--- src/rtl/axi_rd_arbiter.sv ---
`default_nettype none
// ============================================================================
// Module   : axi_rd_arbiter
// Purpose  : Two-port AXI4 read arbiter. The grant is held per burst, and the
//            port-0 urgent hint overrides round-robin fairness.
// Revision : 1.0 - initial release
// ============================================================================
module axi_rd_arbiter #(
  parameter int ADDR_WIDTH = 32,
  parameter int DATA_WIDTH = 32
) (
  input  logic                  clk,
  input  logic                  rst,

  input  logic [ADDR_WIDTH-1:0] s0_araddr,
  input  logic [7:0]            s0_arlen,
  input  logic [2:0]            s0_arsize,
  input  logic [1:0]            s0_arburst,
  input  logic                  s0_arvalid,
  output logic                  s0_arready,
  output logic [DATA_WIDTH-1:0] s0_rdata,
  output logic [1:0]            s0_rresp,
  output logic                  s0_rlast,
  output logic                  s0_rvalid,
  input  logic                  s0_rready,
  input  logic                  s0_urgent,

  input  logic [ADDR_WIDTH-1:0] s1_araddr,
  input  logic [7:0]            s1_arlen,
  input  logic [2:0]            s1_arsize,
  input  logic [1:0]            s1_arburst,
  input  logic                  s1_arvalid,
  output logic                  s1_arready,
  output logic [DATA_WIDTH-1:0] s1_rdata,
  output logic [1:0]            s1_rresp,
  output logic                  s1_rlast,
  output logic                  s1_rvalid,
  input  logic                  s1_rready,

  output logic [ADDR_WIDTH-1:0] m_axi_araddr,
  output logic [7:0]            m_axi_arlen,
  output logic [2:0]            m_axi_arsize,
  output logic [1:0]            m_axi_arburst,
  output logic                  m_axi_arvalid,
  input  logic                  m_axi_arready,
  input  logic [DATA_WIDTH-1:0] m_axi_rdata,
  input  logic [1:0]            m_axi_rresp,
  input  logic                  m_axi_rlast,
  input  logic                  m_axi_rvalid,
  output logic                  m_axi_rready,

  output logic                  grant,
  output logic                  busy,
  output logic                  protocol_err
);

  typedef enum logic [1:0] {
    IDLE = 2'd0,
    ADDR = 2'd1,
    DATA = 2'd2
  } state_t;

  state_t                r_state;
  state_t                w_state_nxt;
  logic                  r_grant;
  logic                  r_last_grant;
  logic                  r_protocol_err;
  logic [7:0]            r_beat_ctr;
  logic [ADDR_WIDTH-1:0] r_araddr;
  logic [7:0]            r_arlen;
  logic [2:0]            r_arsize;
  logic [1:0]            r_arburst;
  logic                  r_arvalid;

  logic                  w_req;
  logic                  w_winner;
  logic                  w_beat;
  logic                  w_len_hit;

  assign w_req     = s0_arvalid | s1_arvalid;
  assign w_beat    = (r_state == DATA) && m_axi_rvalid && m_axi_rready;
  assign w_len_hit = (r_beat_ctr == r_arlen);

  // Urgent beats fairness; a tie goes to the port that did not win last time.
  always_comb begin
    w_winner = 1'b0;
    if (s0_urgent && s0_arvalid) begin
      w_winner = 1'b0;
    end else if (s0_arvalid && s1_arvalid) begin
      w_winner = ~r_last_grant;
    end else if (s1_arvalid) begin
      w_winner = 1'b1;
    end
  end

  always_ff @(posedge clk) begin
    if (!rst) begin
      r_state <= IDLE;
    end else begin
      r_state <= w_state_nxt;
    end
  end

  always_comb begin
    w_state_nxt  = r_state;
    s0_arready   = 1'b0;
    s1_arready   = 1'b0;
    s0_rvalid    = 1'b0;
    s1_rvalid    = 1'b0;
    m_axi_rready = 1'b0;
    case (r_state)
      IDLE: begin
        if (w_req) begin
          s0_arready  = ~w_winner;
          s1_arready  = w_winner;
          w_state_nxt = ADDR;
        end
      end
      ADDR: begin
        if (m_axi_arready) begin
          w_state_nxt = DATA;
        end
      end
      DATA: begin
        s0_rvalid    = m_axi_rvalid & ~r_grant;
        s1_rvalid    = m_axi_rvalid &  r_grant;
        m_axi_rready = r_grant ? s1_rready : s0_rready;
        if (w_beat && m_axi_rlast) begin
          w_state_nxt = IDLE;
        end
      end
      default: w_state_nxt = IDLE;
    endcase
  end

  always_ff @(posedge clk) begin
    if (!rst) begin
      r_grant        <= 1'b0;
      r_last_grant   <= 1'b1;
      r_protocol_err <= 1'b0;
      r_beat_ctr     <= 8'd0;
      r_araddr       <= '0;
      r_arlen        <= 8'd0;
      r_arsize       <= 3'd0;
      r_arburst      <= 2'd0;
      r_arvalid      <= 1'b0;
    end else begin
      case (r_state)
        IDLE: begin
          if (w_req) begin
            r_grant    <= w_winner;
            r_beat_ctr <= 8'd0;
            r_arvalid  <= 1'b1;
            r_araddr   <= w_winner ? s1_araddr  : s0_araddr;
            r_arlen    <= w_winner ? s1_arlen   : s0_arlen;
            r_arsize   <= w_winner ? s1_arsize  : s0_arsize;
            r_arburst  <= w_winner ? s1_arburst : s0_arburst;
          end
        end
        ADDR: begin
          if (m_axi_arready) begin
            r_arvalid <= 1'b0;
          end
        end
        DATA: begin
          if (w_beat) begin
            r_beat_ctr <= r_beat_ctr + 8'd1;
            // rlast must coincide exactly with the beat numbered arlen
            if (m_axi_rlast != w_len_hit) begin
              r_protocol_err <= 1'b1;
            end
            if (m_axi_rlast) begin
              r_last_grant <= r_grant;
            end
          end
        end
        default: ;
      endcase
    end
  end

  assign m_axi_araddr  = r_araddr;
  assign m_axi_arlen   = r_arlen;
  assign m_axi_arsize  = r_arsize;
  assign m_axi_arburst = r_arburst;
  assign m_axi_arvalid = r_arvalid;

  assign s0_rdata = m_axi_rdata;
  assign s0_rresp = m_axi_rresp;
  assign s0_rlast = m_axi_rlast;
  assign s1_rdata = m_axi_rdata;
  assign s1_rresp = m_axi_rresp;
  assign s1_rlast = m_axi_rlast;

  assign grant        = r_grant;
  assign busy         = (r_state != IDLE);
  assign protocol_err = r_protocol_err;

endmodule
`default_nettype wire

--- config.mk ---
export PLATFORM = sky130hd
export DESIGN_NAME = axi_rd_arbiter
export DESIGN_NICKNAME = d
export VERILOG_FILES = /design/src/rtl/axi_rd_arbiter.sv
export SDC_FILE = /design/constraint.sdc
export NUM_CORES = 1
export LEC_CHECK = 0
export CORE_AREA = 2 2 100 102
export CTS_BUF_LIST = sky130_fd_sc_hd__clkbuf_2
export DETAILED_ROUTE_END_ITERATION = 8
export DIE_AREA = 0 0 102 104
export PLACE_DENSITY_LB_ADDON = 0.25
export SLEW_MARGIN = 0
export SYNTH_ARGS = -nofsm -noshare
export SYNTH_HDL_FRONTEND = slang
export SYNTH_SLANG_ARGS = --single-unit
--- constraint.sdc ---
create_clock -name clk -period 3.6 [get_ports clk]
set_input_delay 0.72 -clock clk [delete_from_list [all_inputs] [get_ports clk]]
set_output_delay 0.72 -clock clk [all_outputs]
set_load 0.02 [all_outputs]
==> metrics <==
outcome finished clean; GRT overflow 0; Least-Margin Pin Slew between 0.6 and 0.7 ns; Vias/cell approximately 5.0; WL/cell about 16 µm; max_slew headroom 0.594; total power between 1.5 and 2 mW; sequential fraction of the synthesis area 0.366; via count 3019; number of synthesized flops with an enable pin 0; part of the power in the clock network 0.218; CP max FO 5; first-pass detailed-route iteration total 4; Root Buffer clkbuf_2; Gate power share 0.336; HPWL after DPL a little under 7000 µm; CP Cell Sequence clkdlybuf4s50_1 > nor2_1 > a211oi_2 > clkdlybuf4s50_1; Iter 0 DRT Violations 116; vias in the first global route 2906; CTS tree done; fin util 0.467; WP buf/inv 2; Core ar. 9550 µm²; Max Slew Vio Count 0; CP required around 2.9 ns; Setup violations, final 0; Cell variety after synth 38; R2R depth 6; Crit path arrival time approximately 2.3 ns; Psw approximately 600 µW; Max Freq about 330 MHz; Crit path depth 4; Area Overhead vs Synth 38.1%; Sw Share 0.350; hold crit path type flop to flop; largest net degree at the start of global routing 49; first-pass GRT wire length around 15000 µm; DP Area 4360 µm²; RSZ-0062 raised after global routing false; CTS Buf Count 9; CP Class primary input to primary output; top cell type by total area after synthesis dfxtp_1; GP Congestion between 0.7 and 0.8; CTS sink cnt just under 60; number of port buffers roughly 160; Final Critical Period 3.03 ns; power per cell area 383 nW/µm²; H-Tree Depth 3; post-CTS setup buffers 0; Max VDD drop 0.160 mV; met1 WL roughly 3700 µm; worst skew pair latency a little under 0.5 ns; final hold violation count 0; Post-synth top flop dfxtp_1; CTS Buffer Depth 2; Routed met3 length about 560 µm; Worst Setup Start Kind primary input; Synth Net Count ~520; worst slack, placed 0.576 ns; max-cap violations 0; fin worst setup slack around 0.57 ns; cts hold-fix bufs 0; slowest stage delay, CP approximately 0.67 ns; leakage between 1.5 and 2 nW; setup TNS 0 ns; post-synth top area share 0.366; Die W approximately 100 µm; nature of the critical path endpoint primary output; DR WL met2 just over 5000 µm; initial antenna violation count 1; CTS clock-pin slew for the worst setup and hold paths 0.22 ns; starting density of the core 0.338; Setup Skew 0.0294 ns; Synth Area per Inst 8.34 µm²; Ports 258; FILL cells between 900 and 1000; fin crit share 0.842; DRC viols 0; Core Rows 36; Async S/R FF share, synth 0; uppermost layer routed met4; Gate Count Post-Synth between 300 and 400; layout net count between 500 and 600; cells resized by post-CTS repair 0; total track usage 0.182; flop-to-flop setup slack around 1.7 ns; Ys Warns 0; Hold Path Depth 2; die height around 100 µm; FF+latch count, synth approximately 60; Synth Cell Area 3230 µm²; Final Cell Area 4460 µm²; top post-synthesis cells by area dfxtp_1 (37%), buf_4 (17%), a311oi_1 (9.2%); Crit-path slowest cell clkdlybuf4s50_1; wirelength, routed roughly 9700 µm; Worst path top cell family by delay buffers and inverters; register share of total power 0.446; P_int approximately 1.1 mW; full die area between 10000 and 15000 µm²; Antenna Nets Post-Route 0; most frequent CP cell clkdlybuf4s50_1; share of cells above drive strength 1 0.0769
==> worst paths after layout <==
| path | startpoint | endpoint |
|---|---|---|
| max | s1_arvalid | s0_arready |
| min | protocol_err | protocol_err |
| max reg2reg | r_state[0] | m_axi_araddr[7] |
| min reg2reg | protocol_err | protocol_err |
==> logic make-up after synthesis <==
logic type,after synthesis,share of synthesized area
flip-flops,59,0.366
XOR/XNOR,11,0.0298
AND/OR/NAND/NOR,150,0.217
AO/OA/AOI/OAI,62,0.165
multiplexers,3,0.0108
buffers and inverters,101,0.208
adder cells (fa/ha/maj),1,0.00387
==> area by class of cell <==
| cell class | count | area (µm²) | share of cell area |
|---|---|---|---|
| Antenna cell | 1 | 2.50 | 0.000561 |
| Clock buffer | 9 | 45.0 | 0.0101 |
| Clock inverter | 7 | 53.8 | 0.0121 |
| Inverter | 3 | 11.3 | 0.00253 |
| Multi-Input combinational cell | 227 | 1380 | 0.308 |
| Sequential cell | 59 | 1180 | 0.265 |
| Tap cell | 133 | 166 | 0.0373 |
| Timing Repair Buffer | 163 | 1620 | 0.364 |
==> sequential cells by signal, summed over array words and instances, names as in the netlist <==
register       flops
r_last_grant       1
m_axi_arsize       3
protocol_err       1
m_axi_araddr      32
m_axi_arburst      2
m_axi_arvalid      1
m_axi_arlen        8
r_beat_ctr         8
grant              1
r_state            2
==> placed cells by master (no fill, tap or decap), types with 2 or more instances in the layout <==
master and n:
dfxtp_1 59, mux2i_1 2, nand2_1 40, clkdlybuf4s50_1 155
o21a_1 2, or3_1 3, and2_2 2, inv_1 2
xor2_1 2, clkinv_4 2, nand4_1 4, nor2_1 53
buf_4 7, clkbuf_2 9, nand3_1 37, o2111ai_1 2
o21ai_0 3, xnor2_1 9, a222oi_1 11, a311oi_1 34
clkinvlp_4 3, and3b_2 3, a21oi_1 5
==> power by group through the flow <==
stage	combinational [mW]	clock [mW]	sequential, mW
4_1_cts	0.580	0.394	0.763
5_1_grt	0.618	0.427	0.770
6_report	0.574	0.372	0.761
3_3_place_gp	0.571	0	0.775
3_5_place_dp	0.577	0	0.777
2_1_floorplan	0.317	0	0.846
==> worst reg2reg max path, stage by stage, from the launching register on <==
cell and delay [ns]:
dfxtp_1 0.40, nor2_1 0.21, inv_2 0.09, nor2_4 0.50
buf_12 0.31, nor2_1 0.08, a311oi_1 0.24
==> through the flow <==
stage          hold WS (ns)  cells
2_1_floorplan         0.464    387
3_3_place_gp          0.457    585
3_5_place_dp          0.469    585
4_1_cts               0.513    601
5_1_grt               0.533    602
6_report              0.508    602
==> routing by layer <==
metal | track usage | up-vias
li1 | - | 1458
met1 | 0.189 | 1417
met2 | 0.334 | 112
met3 | 0.0370 | 32
met4 | 0.0971 | 0
met5 | 0 | -
==> cells in the mapped netlist, types with 2 or more instances <==
cell type and count:
nand2_1 40, o21a_1 2, buf_2 16, a222oi_1 11, nand4_1 4, clkbuf_1 10, or3_1 3, and2_2 2
mux2i_1 2, xnor2_1 9, inv_1 2, a21oi_1 5, dfxtp_1 59, xor2_1 2, and3b_2 3, buf_4 71
o2111ai_1 2, o21ai_0 3, nor2_1 53, nand3_1 37, a311oi_1 34
No activity file was read; power rests on OpenSTA's default activity.
